## src/rtl/hub75_capture.sv

```systemverilog
// HUB75 panel bus capture: samples the shift/latch pins, keeps each complete row,
// and replays it as a valid/ready pixel stream with length, OE and overrun diagnostics.
//
// state | meaning
// IDLE  | holding buffer empty, no beat presented
// DRAIN | holding buffer owns a row, beats presented in column order
module hub75_capture #(
    parameter int NUM_COLS  = 64,
    parameter int SCAN_RATE = 32
) (
    input  logic                          clk_in,
    input  logic                          rst_in,
    input  logic                          hub75_clk,
    input  logic [2:0]                    hub75_rgb0,
    input  logic [2:0]                    hub75_rgb1,
    input  logic                          hub75_latch,
    input  logic                          hub75_OE,
    input  logic [$clog2(SCAN_RATE)-1:0]  hub75_addr,
    output logic                          out_valid,
    input  logic                          out_ready,
    output logic [$clog2(SCAN_RATE)-1:0]  out_addr,
    output logic [$clog2(NUM_COLS)-1:0]   out_col,
    output logic [2:0]                    out_rgb0,
    output logic [2:0]                    out_rgb1,
    output logic                          out_last,
    output logic                          len_err,
    output logic                          oe_err,
    output logic [7:0]                    drop_count
);

    localparam int ADDR_W = $clog2(SCAN_RATE);
    localparam int COL_W  = $clog2(NUM_COLS);
    localparam int CNT_W  = $clog2(NUM_COLS + 1);
    localparam logic [CNT_W-1:0] FULL_CNT = CNT_W'(NUM_COLS);
    localparam logic [COL_W-1:0] LAST_COL = COL_W'(NUM_COLS - 1);

    localparam logic [0:0] IDLE  = 1'b0;
    localparam logic [0:0] DRAIN = 1'b1;

    logic [0:0]        state;
    logic              s_clk, s_latch, s_oe;
    logic [2:0]        s_rgb0, s_rgb1;
    logic [ADDR_W-1:0] s_addr;
    logic              p_clk, p_latch;
    logic [1:0]        warm;

    logic [CNT_W-1:0]  shift_cnt;
    logic [CNT_W-1:0]  eff_cnt;
    logic [COL_W-1:0]  wr_idx;
    logic [COL_W-1:0]  rd_idx;
    logic [ADDR_W-1:0] buf_addr;

    logic [2:0] shift_rgb0 [NUM_COLS];
    logic [2:0] shift_rgb1 [NUM_COLS];
    logic [2:0] nxt_rgb0   [NUM_COLS];
    logic [2:0] nxt_rgb1   [NUM_COLS];
    logic [2:0] buf_rgb0   [NUM_COLS];
    logic [2:0] buf_rgb1   [NUM_COLS];

    logic shift_edge, latch_edge, do_shift, row_ok;
    logic fire, last_fire, buf_free, accept, drop;

    always_ff @(posedge clk_in) begin
        if (rst_in) begin
            s_clk   <= 1'b0;
            s_latch <= 1'b0;
            s_oe    <= 1'b0;
            s_rgb0  <= '0;
            s_rgb1  <= '0;
            s_addr  <= '0;
            p_clk   <= 1'b0;
            p_latch <= 1'b0;
            warm    <= 2'b00;
        end else begin
            s_clk   <= hub75_clk;
            s_latch <= hub75_latch;
            s_oe    <= hub75_OE;
            s_rgb0  <= hub75_rgb0;
            s_rgb1  <= hub75_rgb1;
            s_addr  <= hub75_addr;
            p_clk   <= s_clk;
            p_latch <= s_latch;
            warm    <= {warm[0], 1'b1};
        end
    end

    // The zeroed history would make a pin already high at release look like an
    // edge; edges are only trusted once the history holds real samples.
    assign shift_edge = warm[1] & s_clk & ~p_clk;
    assign latch_edge = warm[1] & s_latch & ~p_latch;

    assign do_shift  = shift_edge && (shift_cnt < FULL_CNT);
    assign wr_idx    = shift_cnt[COL_W-1:0];
    assign eff_cnt   = do_shift ? shift_cnt + CNT_W'(1) : shift_cnt;
    assign row_ok    = latch_edge && (eff_cnt == FULL_CNT);

    assign fire      = (state == DRAIN) && out_ready;
    assign last_fire = fire && (rd_idx == LAST_COL);
    assign buf_free  = (state == IDLE) || last_fire;
    assign accept    = row_ok && buf_free;
    assign drop      = row_ok && !buf_free;

    // Row as it stands after this cycle's shift, so a same-cycle latch sees the final pixel.
    always_comb begin
        for (int i = 0; i < NUM_COLS; i++) begin
            if (do_shift && (wr_idx == COL_W'(i))) begin
                nxt_rgb0[i] = s_rgb0;
                nxt_rgb1[i] = s_rgb1;
            end else begin
                nxt_rgb0[i] = shift_rgb0[i];
                nxt_rgb1[i] = shift_rgb1[i];
            end
        end
    end

    always_ff @(posedge clk_in) begin
        if (do_shift) begin
            shift_rgb0[wr_idx] <= s_rgb0;
            shift_rgb1[wr_idx] <= s_rgb1;
        end
        if (accept) begin
            buf_rgb0 <= nxt_rgb0;
            buf_rgb1 <= nxt_rgb1;
        end
    end

    always_ff @(posedge clk_in) begin
        if (rst_in) begin
            state      <= IDLE;
            rd_idx     <= '0;
            buf_addr   <= '0;
            shift_cnt  <= '0;
            len_err    <= 1'b0;
            oe_err     <= 1'b0;
            drop_count <= 8'd0;
        end else begin
            if (latch_edge) begin
                shift_cnt <= '0;
            end else if (do_shift) begin
                shift_cnt <= shift_cnt + CNT_W'(1);
            end

            if (latch_edge && !s_oe) begin
                oe_err <= 1'b1;
            end
            if (latch_edge && (eff_cnt != FULL_CNT)) begin
                len_err <= 1'b1;
            end
            if (drop && (drop_count != 8'hFF)) begin
                drop_count <= drop_count + 8'd1;
            end

            if (accept) begin
                state    <= DRAIN;
                rd_idx   <= '0;
                buf_addr <= s_addr;
            end else if (last_fire) begin
                state  <= IDLE;
                rd_idx <= '0;
            end else if (fire) begin
                rd_idx <= rd_idx + COL_W'(1);
            end
        end
    end

    assign out_valid = (state == DRAIN);
    assign out_col   = rd_idx;
    assign out_addr  = buf_addr;
    assign out_last  = out_valid && (rd_idx == LAST_COL);
    assign out_rgb0  = out_valid ? buf_rgb0[rd_idx] : 3'b000;
    assign out_rgb1  = out_valid ? buf_rgb1[rd_idx] : 3'b000;

endmodule

```

## config.mk

```make
export PLATFORM = sky130hd
export DESIGN_NAME = hub75_capture
export DESIGN_NICKNAME = d
export VERILOG_FILES = /design/src/rtl/hub75_capture.sv
export SDC_FILE = /design/constraint.sdc
export NUM_CORES = 1
export LEC_CHECK = 0
export BUFFER_PORTS_ARGS = -buffer_cell sky130_fd_sc_hd__buf_2
export CAP_MARGIN = 20
export CORE_UTILIZATION = 30
export CTS_BUF_LIST = sky130_fd_sc_hd__clkbuf_4
export DETAILED_ROUTE_END_ITERATION = 12
export PLACE_DENSITY = 0.48
export SLEW_MARGIN = 10
export SYNTH_ARGS = -nofsm -noshare
export SYNTH_HDL_FRONTEND = slang
export SYNTH_SLANG_ARGS = --single-unit
export TNS_END_PERCENT = 10
```

## constraint.sdc

```tcl
create_clock -name clk_in -period 4.8 [get_ports clk_in]
set_input_delay 1.2 -clock clk_in [delete_from_list [all_inputs] [get_ports clk_in]]
set_output_delay 1.2 -clock clk_in [all_outputs]
set_load 0.02 [all_outputs]
```

==> results.txt <==
----------------------------------------------------
[Floorplanning]
  FP Rows ... 119
  Floorplan Core Area ... 0.105 sq mm
  Full die area ... 0.107 sq mm
  IO Count ... 46
  Initial Utilization ... 0.302
  Die extent in x ... 328 um
  Die boundary height ... 328 um

[Clock tree]
  CTS tree ... done
  Clk sinks ... 815
  Number of CTS-inserted buffers ... 213
  Deepest clock path buffer count ... 3
  Clock-pin slew on the worst setup and hold paths ... 0.06 ns
  # H-tree levels ... 4
  Cell at the root of the clock tree ... clkbuf_4
  Clock Latency Late Sink ... 1.10 ns

[Placed design]
  RePlAce Congestion ... 0.786
  Quantity of I/O buffers inserted on ports ... 45
  Placed cell count ... 3041
  Pre-CTS WS ... 0.439 ns
  Detailed-placement wirelength estimate ... 49.0 mm

[Routing]
  Highest metal layer with signal wires ... met5
  Routed metal-1 wire length ... 35.8 mm
  Final ANT Viol Nets ... 0
  Detailed-route wire length ... 79.7 mm
  Met2 layer wire length in the routed design ... 36.9 mm
  Total iterations of the first detailed-routing run ... 5
  DRC violation count after routing ... 0
  Detailed-route vias per instance ... 4.72
  Initial detailed-routing violation count ... 1201
  Wire length per cell ... 23.2 um
  Length of routed met3 wiring ... 5.26 mm
  Total number of vias ... 16.2k

[Hold path]
  Hold Crit Class ... input port to register

[Yosys]
  Number of storage elements in the synthesis netlist ... 815
  Area contributors post-synth ... edfxtp_1 (72%), mux2_2 (8.7%), mux4_2 (6.2%)
  Sequential share of the synthesized area ... 0.755
  Predominant post-synthesis flop cell ... edfxtp_1
  Share of the synthesized area in the top cell type ... 0.725
  Netlist cell types ... 65
  Average instance area after synthesis ... 19.3 sq um
  Summed instance area of the synthesized netlist ... 0.0318 sq mm
  Warnings, synthesis ... 0
  Cells after Synth ... 1646
  Library cell with the largest summed area after synthesis ... edfxtp_1
  Share of async-settable or async-resettable flops after synthesis ... 0
  Count of flip-flops with a built-in enable after synthesis ... 768
  Net count after synthesis ... 1669

[GRT]
  Number of antenna violations at the first check in global routing ... 2
  Total Routing Usage GR ... 0.151
  Pin count of the biggest net entering global routing ... 71
  Overflow left after global routing ... 0
  Via count of the first global-routing pass ... 17.2k
  Wire length of the first global-routing pass ... 117 mm

[STA]
  Total setup violations reported at the end of the flow ... 0
  Max-Slew Margin vs Limit ... 0.275
  Slew Viols, Final ... 0
  Highest clock rate ... 213 MHz
  Skew final ... 0.102 ns
  Setup slack of the critical path after layout ... 0.105 ns
  RSZ-0062 raised after global routing ... true
  Actual transition at the worst max-transition pin ... 1.08 ns
  Min cycle time layout ... 4.70 ns
  Number of hold violations in the final report ... 0
  Share of the clock period used by the worst path ... 0.978

[Pwr]
  Worst voltage drop across the vdd grid ... 217 uV
  Pleak ... 11.3 nW
  PnR Total Power ... 13.9 mW
  Power Density ... 378 mW/mm^2

[Worst setup path]
  Capturing element type of the critical path ... output pin
  Critical path startpoint category ... register
  Critical Path Fanout Max ... 9
  Register-to-register setup slack ... 1.18 ns
  Data required time of the worst path ... 3.60 ns
  Category of the critical setup timing path ... register to output pin
  Worst Path Arrival ... 3.50 ns

[Finish]
  Fraction of layout instances using a drive strength above 1 ... 0.398
  Layout filler cell count ... 9958
  # nets final ... 1891
  Post-route insts no fill ... 3433
  Highest-count cells in the layout ignoring fill and taps ... edfxtp_1 (768), clkbuf_4 (328), mux2_2 (245), nor2_1 (113), mux4_2 (88)
  P&R area growth vs syn ... 15.4%
  Finished Core Util ... 0.349
  Most frequent standard cell in the layout excluding fill and tap cells ... edfxtp_1

[Flow run]
  Reported max-cap violation count ... 0

[Outcome]
  Outcome ... completed

----------------------------------------------------
## state kept, by name, indices dropped and copies added, names as in the netlist, 6 cells and up
name        count
shift_rgb0    192
buf_rgb1      192
shift_cnt       7
drop_count      8
shift_rgb1    192
buf_rgb0      192
out_col         6
## worst max-delay path, stage by stage, from the launching register on
cell and delay [ns]:
dfxtp_1 0.66, nor2b_4 0.39, o21ai_0 0.18, a221oi_1 0.44
nand2_1 0.26, o41ai_1 0.12, buf_4 0.19, buf_2 0.16
## metal layers
metal,track usage,vias up
li1,-,7159
met1,0.204,8344
met3,0.0416,138
met2,0.231,545
met5,0.00399,-
met4,0.0526,2
## synthesized netlist by cell type, types with 7 or more instances
master,n
nand2_1,65
edfxtp_1,768
clkbuf_1,33
nor3_1,13
o21ai_0,14
o22ai_1,14
nor2_1,113
nand3_1,17
nor2b_1,30
nand4_1,11
mux4_2,88
mux2_2,245
buf_2,21
mux4_1,12
buf_4,11
dfxtp_1,47
buf_6,7
mux2i_1,20
## layout make-up
| type | instances | area [sq um] | share of cell area |
|---|---|---|---|
| timing repair buffer | 87 | 739 | 0.0201 |
| multi-input combinational | 747 | 7390 | 0.201 |
| clock buffer | 328 | 2460 | 0.0671 |
| sequential | 815 | 24000 | 0.655 |
| inverter | 4 | 15.0 | 0.000409 |
| tap | 1391 | 1740 | 0.0474 |
| antenna | 8 | 20.0 | 0.000545 |
| clock inverter | 53 | 288 | 0.00784 |
## where the power goes
| group | switching, mW | total [mW] | internal [mW] | leakage [nW] |
|---|---|---|---|---|
| clock network | 2.87 | 6.03 | 3.17 | 1.65 |
| logic | 0.0624 | 0.0793 | 0.0170 | 2.45 |
| registers | 0.0616 | 7.78 | 7.71 | 7.16 |
| total | 2.99 | 13.9 | 10.9 | 11.3 |
## kinds of logic (layout without fill, tap and decap cells)
| logic type | after synthesis | in the layout | share of synthesized area |
|---|---|---|---|
| mux | 365 | 365 | 0.165 |
| fa+ha+maj | 6 | 6 | 0.00236 |
| buf+inv | 84 | 472 | 0.0151 |
| simple gates | 303 | 303 | 0.0469 |
| xor+xnor | 8 | 8 | 0.00220 |
| other cells | 0 | 8 | 0 |
| compound gates | 65 | 65 | 0.0136 |
| flops | 815 | 815 | 0.755 |
## path summary, 6_finish.rpt
check                                 startpoint  cells after the start             to
worst max register to register      shift_cnt[3]                      6  buf_rgb0[128]
worst min register to register  shift_rgb1[3][2]                      0  buf_rgb1[182]
worst min-delay path               hub75_rgb1[0]                      2      s_rgb1[0]
worst max-delay path                   out_valid                      7    out_rgb0[1]
## stage by stage
step                setup TNS [ns]  area [sq um]  hold WS, ns
global placement                 0         33800        0.400
global route                -0.268         36700        0.221
floorplan                        0         31800        0.400
CTS                        -0.0452         36700        0.172
detailed placement               0         33800        0.405
finish                           0         36700        0.327
## repair_timing
action                     in CTS  in global routing
hold buffers                    0                  0
pin swaps                       0                  0
gates resized for setup        28                  5
gates cloned                    1                  0
setup buffers                   2                  0
setup endpoints to repair       6                  5
Power figures use the tool's default switching activity.
